[config.mk]
export PLATFORM = sky130hd
export DESIGN_NAME = fram_burst_ctl_flat
export DESIGN_NICKNAME = d
export VERILOG_FILES = /design/src/rtl/fram_burst_ctl_if.sv /design/src/rtl/fram_burst_ctl.sv /design/src/flat_wrapper.sv
export SDC_FILE = /design/constraint.sdc
export NUM_CORES = 1
export LEC_CHECK = 0
export ABC_CLOCK_PERIOD_IN_PS = 8250
export CORE_MARGIN = 4
export CORE_UTILIZATION = 30
export CTS_CLUSTER_SIZE = 24
export DETAILED_ROUTE_END_ITERATION = 8
export PLACE_DENSITY = 0.59
export SLEW_MARGIN = 20
export SYNTH_ARGS = -nofsm -noshare
export SYNTH_HDL_FRONTEND = slang
export SYNTH_SLANG_ARGS = --single-unit
[constraint.sdc]
create_clock -name CPU_CLK -period 8.25 [get_ports CPU_CLK]
set_input_delay 1.65 -clock CPU_CLK [delete_from_list [all_inputs] [get_ports CPU_CLK]]
set_output_delay 1.65 -clock CPU_CLK [all_outputs]
set_load 0.1 [all_outputs]
[src/rtl/fram_burst_ctl_if.sv]
// CPU-side bus bundle for the fast-RAM cycle controller: 68030 address/strobe
// inputs plus the SRAM strobes and synchronous termination outputs.
interface fram_burst_ctl_if #(
  parameter int BANKS = 2
);
  logic             nAS;
  logic             RnW;
  logic [1:0]       SIZ;
  logic [2:0]       FC;
  logic [31:0]      ADDR;
  logic             nCBREQ;
  logic [BANKS-1:0] nFRAM_CS;
  logic             nFRAM_RD;
  // Ascending range: element [0] is lane D31:24, so a literal reads lane 0..3 left to right.
  logic [0:3]       nFRAM_WR;
  logic [1:0]       FRAM_LA;
  logic             STERM;
  logic             CBACK;

  modport master (
    output nAS, RnW, SIZ, FC, ADDR, nCBREQ,
    input  nFRAM_CS, nFRAM_RD, nFRAM_WR, FRAM_LA, STERM, CBACK
  );

  modport slave (
    input  nAS, RnW, SIZ, FC, ADDR, nCBREQ,
    output nFRAM_CS, nFRAM_RD, nFRAM_WR, FRAM_LA, STERM, CBACK
  );
endinterface

[src/rtl/fram_burst_ctl.sv]
// Registered multi-bank fast-RAM controller with STERM termination after WAIT_STATES.
// Define FRAM_BURST_EN to enable 68030 cache burst fills (CBACK, 4-beat FRAM_LA walk).
module fram_burst_ctl #(
  parameter logic [31:0] BASE        = 32'hFF80_0000,
  parameter int          REGION_BITS = 22,
  parameter int          BANKS       = 2,
  parameter int          WAIT_STATES = 1
) (
  input  logic CPU_CLK,
  input  logic nRST,
  fram_burst_ctl_if.slave bus,
  output logic [1:0] dbgState
);

  localparam int BANK_BITS = (BANKS > 1) ? $clog2(BANKS) : 1;

  // Handshake: a cycle starts on the first edge seeing nAS=0 with a decoded address,
  // STERM is a one-clock pulse, and the controller only rearms after nAS returns high.
  typedef enum logic [1:0] {IDLE = 2'd0, WAIT = 2'd1, TERM = 2'd2, DONE = 2'd3} stateT;

  stateT                state, stateNext;
  logic [2:0]           waitCnt, cntNext;
  logic [BANK_BITS-1:0] bank, bankNext, bankSel;
  logic                 isRead, readNext;
  logic [0:3]           wrMask, wrMaskNext;
  logic [1:0]           la, laNext;
  logic                 burst, burstNext;
  logic [1:0]           beats, beatsNext;
  logic [BANKS-1:0]     nCsQ, nCsNext;
  logic                 nRdQ, nRdNext;
  logic [0:3]           nWrQ, nWrNext;
  logic                 stermQ, stermNext;
  logic                 cbackQ, cbackNext;
  logic                 hit, active;

  generate
    if (BANKS > 1) begin : gBankSel
      assign bankSel = bus.ADDR[REGION_BITS-1 -: BANK_BITS];
    end else begin : gSingleBank
      assign bankSel = '0;
    end
  endgenerate

  assign hit = !bus.nAS && (bus.FC[1] ^ bus.FC[0]) &&
               (bus.ADDR[31:REGION_BITS] == BASE[31:REGION_BITS]);

  // Active-low lane mask from the 68030 size/offset pair; lanes past 3 fall off the end.
  function automatic logic [0:3] laneMask(input logic [1:0] siz, input logic [1:0] a0);
    logic [2:0] lo, hi, idx;
    laneMask = '1;
    lo = {1'b0, a0};
    hi = lo + ((siz == 2'b00) ? 3'd4 : {1'b0, siz});
    for (int i = 0; i < 4; i++) begin
      idx = 3'(i);
      if (idx >= lo && idx < hi) laneMask[i] = 1'b0;
    end
  endfunction

  always_ff @(posedge CPU_CLK or negedge nRST) begin
    if (!nRST) begin
      state   <= IDLE;
      waitCnt <= '0;
      bank    <= '0;
      isRead  <= 1'b1;
      wrMask  <= '1;
      la      <= '0;
      burst   <= 1'b0;
      beats   <= '0;
      nCsQ    <= '1;
      nRdQ    <= 1'b1;
      nWrQ    <= '1;
      stermQ  <= 1'b0;
      cbackQ  <= 1'b0;
    end else begin
      state   <= stateNext;
      waitCnt <= cntNext;
      bank    <= bankNext;
      isRead  <= readNext;
      wrMask  <= wrMaskNext;
      la      <= laNext;
      burst   <= burstNext;
      beats   <= beatsNext;
      nCsQ    <= nCsNext;
      nRdQ    <= nRdNext;
      nWrQ    <= nWrNext;
      stermQ  <= stermNext;
      cbackQ  <= cbackNext;
    end
  end

  always_comb begin
    stateNext  = state;
    cntNext    = waitCnt;
    bankNext   = bank;
    readNext   = isRead;
    wrMaskNext = wrMask;
    laNext     = la;
    burstNext  = burst;
    beatsNext  = beats;
    case (state)
      IDLE: begin
        if (hit) begin
          bankNext   = bankSel;
          readNext   = bus.RnW;
          wrMaskNext = laneMask(bus.SIZ, bus.ADDR[1:0]);
          laNext     = bus.ADDR[3:2];
`ifdef FRAM_BURST_EN
          burstNext  = bus.RnW && !bus.nCBREQ;
`else
          burstNext  = 1'b0;
`endif
          beatsNext  = '0;
          cntNext    = 3'(WAIT_STATES);
          stateNext  = (WAIT_STATES == 0) ? TERM : WAIT;
        end
      end
      WAIT: begin
        cntNext = waitCnt - 3'd1;
        if (bus.nAS)              stateNext = IDLE;
        else if (waitCnt <= 3'd1) stateNext = TERM;
      end
      TERM: begin
        if (bus.nAS) begin
          stateNext = IDLE;
        end else if (burst && beats != 2'd3 && !bus.nCBREQ) begin
          beatsNext = beats + 2'd1;
          laNext    = la + 2'd1;
          cntNext   = 3'(WAIT_STATES);
          stateNext = (WAIT_STATES == 0) ? TERM : WAIT;
        end else begin
          stateNext = DONE;
        end
      end
      DONE: begin
        if (bus.nAS) stateNext = IDLE;
      end
      default: stateNext = IDLE;
    endcase

    // Outputs are registered from the next state so they change cleanly on the edge.
    active  = (stateNext == WAIT) || (stateNext == TERM);
    nCsNext = '1;
    if (active) nCsNext[bankNext] = 1'b0;
    nRdNext   = !(active && readNext);
    nWrNext   = (active && !readNext) ? wrMaskNext : 4'hF;
    stermNext = (stateNext == TERM);
    cbackNext = active && burstNext;
  end

  assign bus.nFRAM_CS = nCsQ;
  assign bus.nFRAM_RD = nRdQ;
  assign bus.nFRAM_WR = nWrQ;
  assign bus.FRAM_LA  = la;
  assign bus.STERM    = stermQ;
  assign dbgState     = state;

`ifdef FRAM_BURST_EN
  logic unusedBits;
  assign bus.CBACK  = cbackQ;
  assign unusedBits = ^bus.ADDR;
`else
  logic unusedBits;
  assign bus.CBACK  = 1'b0;
  assign unusedBits = ^{bus.ADDR, cbackQ};
`endif

endmodule
[src/flat_wrapper.sv]
// flat-port wrapper written by rule: the top's interface ports become plain ports
module fram_burst_ctl_flat 
#(
  parameter logic [31:0] BASE        = 32'hFF80_0000,
  parameter int          REGION_BITS = 22,
  parameter int          BANKS       = 2,
  parameter int          WAIT_STATES = 1
)
  (CPU_CLK, nRST, dbgState, bus_nAS, bus_RnW, bus_SIZ, bus_FC, bus_ADDR, bus_nCBREQ, bus_nFRAM_CS, bus_nFRAM_RD, bus_nFRAM_WR, bus_FRAM_LA, bus_STERM, bus_CBACK);
  fram_burst_ctl_if #(.BANKS(BANKS)) bus_i ();
  input  logic CPU_CLK;
  input  logic nRST;
  output logic [1:0] dbgState;
  input wire logic [$bits(bus_i.nAS)-1:0] bus_nAS;
  input wire logic [$bits(bus_i.RnW)-1:0] bus_RnW;
  input wire logic [$bits(bus_i.SIZ)-1:0] bus_SIZ;
  input wire logic [$bits(bus_i.FC)-1:0] bus_FC;
  input wire logic [$bits(bus_i.ADDR)-1:0] bus_ADDR;
  input wire logic [$bits(bus_i.nCBREQ)-1:0] bus_nCBREQ;
  output wire logic [$bits(bus_i.nFRAM_CS)-1:0] bus_nFRAM_CS;
  output wire logic [$bits(bus_i.nFRAM_RD)-1:0] bus_nFRAM_RD;
  output wire logic [$bits(bus_i.nFRAM_WR)-1:0] bus_nFRAM_WR;
  output wire logic [$bits(bus_i.FRAM_LA)-1:0] bus_FRAM_LA;
  output wire logic [$bits(bus_i.STERM)-1:0] bus_STERM;
  output wire logic [$bits(bus_i.CBACK)-1:0] bus_CBACK;
  assign bus_i.nAS = bus_nAS;
  assign bus_i.RnW = bus_RnW;
  assign bus_i.SIZ = bus_SIZ;
  assign bus_i.FC = bus_FC;
  assign bus_i.ADDR = bus_ADDR;
  assign bus_i.nCBREQ = bus_nCBREQ;
  assign bus_nFRAM_CS = bus_i.nFRAM_CS;
  assign bus_nFRAM_RD = bus_i.nFRAM_RD;
  assign bus_nFRAM_WR = bus_i.nFRAM_WR;
  assign bus_FRAM_LA = bus_i.FRAM_LA;
  assign bus_STERM = bus_i.STERM;
  assign bus_CBACK = bus_i.CBACK;
  fram_burst_ctl #(.BASE(BASE), .REGION_BITS(REGION_BITS), .BANKS(BANKS), .WAIT_STATES(WAIT_STATES)) u_core (.CPU_CLK(CPU_CLK), .nRST(nRST), .bus(bus_i), .dbgState(dbgState));
endmodule
# After elaboration in Yosys (flattened, before gate mapping)
# Cells that the tools add are included.
# op_classes
n_addsub,2
n_lt_le_gt_ge,10
n_eq_ne,8
muxes,25
n_bitwise,3
reduce_logical,18
# ops
cell,count
two-way mux 2 bit,8
two-way mux 4 bit,3
"== test 10 bit, second input constant",1
two-way mux 1 bit,9
logical AND 1 bit,8
one-hot mux 2 bit (4 select lines),1
AND reduction 4 bit,2
"== test 2 bit, second input constant",3
"< comparator 1 x 3 -> 1 bit, first input constant",2
"< comparator 2 x 3 -> 1 bit, first input constant",2
two-way mux 3 bit,2
one-hot mux 3 bit (2 select lines),1
"== test 2 x 1 -> 1 bit, second input constant",2
">= comparator 1 x 2 -> 1 bit, first input constant",2
logical NOT 2 bit,2
adder 2 x 3 -> 3 bit,1
"<= comparator 3 x 1 -> 1 bit, second input constant",1
logical NOT 1 bit,3
nonzero test 3 bit,1
"subtractor 3 x 1 -> 3 bit, second input constant",1
">= comparator 2 bit, first input constant",1
"< comparator 1 x 2 -> 1 bit, second input constant",1
"!= test 2 x 1 -> 1 bit, second input constant",1
"!= test 2 bit, second input constant",1
other kinds (7),7
# word_totals
regBits,21
in_bits,42
out_inout_bits,13
word_cells,76

# Longest topological paths before layout
# logic_depth
ltp_word,11
depth_mapped,9
ltp_nobuf,8

# Worst setup path after synthesis
# OpenSTA, ideal clock, no wires.
# synth_path
path_type,input -> register
start,input port bus_nAS
end,register u_core.nWrQ (netlist bit u_core.bus.nFRAM_WR[2])
setup_time_ps,62
arrival_time_ps,3823
required_ps,8188
path_slack_ps,4365
path_stages,9
n_path_buf,1
cell_sequence,or4b_1 > nor4_2 > a2bb2oi_1 > ha_1 > clkbuf_1 > nor2_1 > and2_1 > o2111ai_1 > o41a_1
# synth_between
elab_chain_len,9
word_cells_on_any_way,18
cone_classes,2 x eq/ne; 10 x mux; 6 x reduce/logical
# synth_lines
item,line,rtl
"start, declared",flat_wrapper.sv:14,input wire logic [$bits(bus_i.nAS)-1:0] bus_nAS;
logical NOT 1 bit,fram_burst_ctl.sv:44,assign hit = !bus.nAS && (bus.FC[1] ^ bus.FC[0]) &&
logical AND 1 bit (2 in series),fram_burst_ctl.sv:44,
two-way mux 2 bit,fram_burst_ctl.sv:102,if (hit) begin
one-hot mux 2 bit (4 select lines),fram_burst_ctl.sv:100,case (state)
== test 2 x 1 -> 1 bit / == test 2 bit (equally long branches),fram_burst_ctl.sv:141,active = (stateNext == WAIT) || (stateNext == TERM);
logical OR 1 bit,fram_burst_ctl.sv:141,
logical AND 1 bit,fram_burst_ctl.sv:145,nWrNext = (active && !readNext) ? wrMaskNext : 4'hF;
two-way mux 4 bit (*),fram_burst_ctl.sv:145,
net u_core.nWrNext (one bit),fram_burst_ctl.sv:31,"logic [0:3] nWrQ, nWrNext;"
"end signal, assigned",fram_burst_ctl.sv:85,nWrQ <= nWrNext;
"end, declared",fram_burst_ctl.sv:31,
# Mark *: on every way through the listed nets, which the timed path passes. The rest lies on a longest branch.
# A chain may end at the register's enable or synchronous reset.

# Worst setup path in the final report
# Ends and elaborated chain as after synthesis.

==> impl_metrics.toml <==
[drt]
drt-vias-per-instance = 4.62
via_count = 809
wl_per_cell_microns = 12.6
drc = 0
wl_mm = 2.20
antenna_left = 0
drtIter0Drc = 25
drtPass1Iterations = 4

[yosys]
syn-num-nets = 142
synth_top_area_share_pct = 29.4
yosysUniqueCellTypes = 37
avgSynthCellArea_sq_um = 11.2
ys_seq_area_share_pct = 50.4
yosysWarnings = 0
ys_ff_latch = 21
syn_area_sq_um = 1070
synthCells = 96
synth_top_cell_by_area = "dfstp_2"
synth_top_cells_by_area = "dfstp_2 29%, dfrtp_1 21%, mux2_4 5.6%, ha_1 3.5%, o21ai_0 2.3%"

[die]
start_util_pct = 31.6
die-width_microns = 67.8
num_rows = 21
core-area_sq_um = 3390
die_area_sq_um = 4590
fp.dieH_microns = 67.8
ios = 55

[power]
p_leak_nw = 0.578
ir_worst_vdd_mv = 0.0918
power_density_nw_per_um2 = 142
totalPowerFinal_mw = 0.208

[clock_tree]
root_buffer = "clkbuf_4"
post_cts_buffers = 0
ctsResizeCount = 0
cts_hold_buf = 0
numCtsBuffers = 3
clk_pin_slew_worst_paths_ns = 0.12
clock_latency_ns = 0.30
cts_tree = "built"
ctsLongestPathBuffers = 2
cts_max_level = 1
cts_sinks = 21

[finish]
fillers = 315
final_nets = 176
antennaDiodeCount = 0
drive_gt1_share_pct = 17.1
layout_common_cells = "34 x clkdlybuf4s50_1, 12 x dfstp_2, 9 x dfrtp_1, 6 x nand2_1"
area_growth_pct = 37.2
layout_commonest_cell = "clkdlybuf4s50_1"
layout.area.seq_sq_um = 541
multiInputGateArea_sq_um = 487

[grt]
antenna_found_initial = 0
grt-ovfl-total = 0
track_usage_pct = 10.6
grt_pass1_vias = 790
grt_first_pass_wirelength_mm = 3.65
grt_max_degree = 22

[sta]
period_needed_ns = 4.34
slew_violations = 0
setup_viol = 0
fmax_ghz = 0.230
fin_hold_ws_ns = 0.504
skew_ns = 0.00782
slew_headroom_pct = 34.7
max_slew.worst_pin.slew_ns = 0.976
fin_setup_tns_ns = 0
fin_crit_sh_pct = 52.6
grt_setup_unrepaired = "false"
hold_violations = 0

[setup_path]
path_class = "input port to flop"
worstPathRequired_ns = 8.50
slowest_stage = "nor4_2"
critical_path.top_delay_family = "simple AND/OR/NAND/NOR gates"
critPathMaxFanout = 10
cpPeakStageDelay_ns = 0.66
end_kind = "flop"
worstSetupStartpointType = "input port"
cp_num_buf_inv = 1
worstPathCellList = "clkdlybuf4s50_1 -> or4b_1 -> nor4_2 -> a2bb2oi_1 -> ha_1 -> nor2_1 -> and2_1 -> o2111ai_1 -> o41a_1"
arrival_ns = 4.59

[placed_design]
io_buffers = 34
place_congestion = 0.763
dp.final_hpwl_mm = 1.67

[hold_path]
min_path_type = "flop to flop"

[outcome]
run_status = "complete, no violations"

[job]
cap_violations = 0
==> where the power goes <==
part / switching [mW] / total (mW) / internal, mW
sequential: 0.00635 / 0.117 / 0.111
combinational: 0.0206 / 0.0427 / 0.0221
clock: 0.0305 / 0.0486 / 0.0181
total: 0.0575 / 0.208 / 0.151
==> worst min-delay path: stages, from the launching register on <==
cell and delay [ns]:
dfstp_2 0.38, o21ai_0 0.06, o31ai_1 0.07
==> final timing paths <==
kind,startpoint,to,slack (ns),cells after the start
worst max-delay path,bus_nAS,u_core.bus.nFRAM_WR[2],3.91,9
worst min-delay path,u_core.wrMask[3],u_core.wrMask[3],0.50,2
worst max register to register,u_core.dbgState[1],u_core.bus.nFRAM_WR[2],5.22,8
worst min register to register,u_core.wrMask[3],u_core.wrMask[3],0.50,2
max in group asynchronous,nRST,u_core.dbgState[1],5.86,1
min in group asynchronous,nRST,u_core.bank,1.84,1
==> cells in the mapped netlist <==
cell,n
conb_1,1
fa_1,1
or4b_1,1
xor2_1,2
clkbuf_1,3
o2111ai_1,1
o21ai_0,5
inv_1,5
nand3b_1,1
nor4_2,1
a2111oi_0,1
mux2i_1,2
o21a_1,2
a21o_1,2
ha_1,3
o21ai_1,1
xnor2_1,2
buf_4,2
nand2b_1,1
nor2_1,5
a31oi_1,1
o21bai_1,1
o31ai_1,1
nor2_8,1
a21oi_1,4
dfstp_2,12
nand2_1,6
dfrtp_1,9
nor3_1,4
mux2_4,4
a2bb2oi_1,1
and2_1,2
nand4_1,2
or4_1,1
o41a_1,1
nand3_1,3
nor4_1,1
==> cells by family (layout without fill, tap and decap cells) <==
logic type / count (synthesis) / in the layout / share of synthesized area (%)
other: 1 / 1 / 0.350
buffers and inverters: 10 / 43 / 4.20
multiplexers: 6 / 6 / 7.47
XOR/XNOR: 4 / 4 / 3.27
AO/OA/AOI/OAI: 21 / 21 / 13.0
flip-flops: 21 / 21 / 50.4
AND/OR/NAND/NOR: 29 / 29 / 16.0
adder cells (fa/ha/maj): 4 / 4 / 5.37
==> layer usage <==
layer	vias to the layer above	part of all wire, %	track usage (%)
met4	0	0.95	2.23
met1	378	43	13.6
li1	403	-	-
met3	2	6.5	3.16
met5	-	0	0
met2	26	50	17.7
==> sequential cells by signal, indices dropped and copies added (netlist names) <==
| name | flops |
|---|---|
| u_core.bank | 1 |
| u_core.waitCnt | 3 |
| u_core.bus.nFRAM_CS | 2 |
| u_core.isRead | 1 |
| u_core.dbgState | 2 |
| u_core.wrMask | 4 |
| u_core.bus.FRAM_LA | 2 |
| u_core.bus.STERM | 1 |
| u_core.bus.nFRAM_RD | 1 |
| u_core.bus.nFRAM_WR | 4 |
==> area by class of cell <==
class	count	area share (%)
multi-input cells	65	33.1
inverters	5	1.28
well taps	46	3.91
clock buffers	3	1.53
repair buffers	34	23.1
clock inverters	1	0.340
flip-flops and latches	21	36.7
==> metrics by stage <==
step           std cells  area [sq um]  worst slack, ns  util (%)
2_1_floorplan         96          1070             4.37         -
3_3_place_gp         171          1440             3.56      42.6
3_5_place_dp         171          1440             3.58      42.6
4_1_cts              175          1470             3.90      43.4
5_1_grt              175          1470             3.71      43.4
6_report             175          1470             3.91      43.4
No activity file was read; power rests on OpenSTA's default activity.
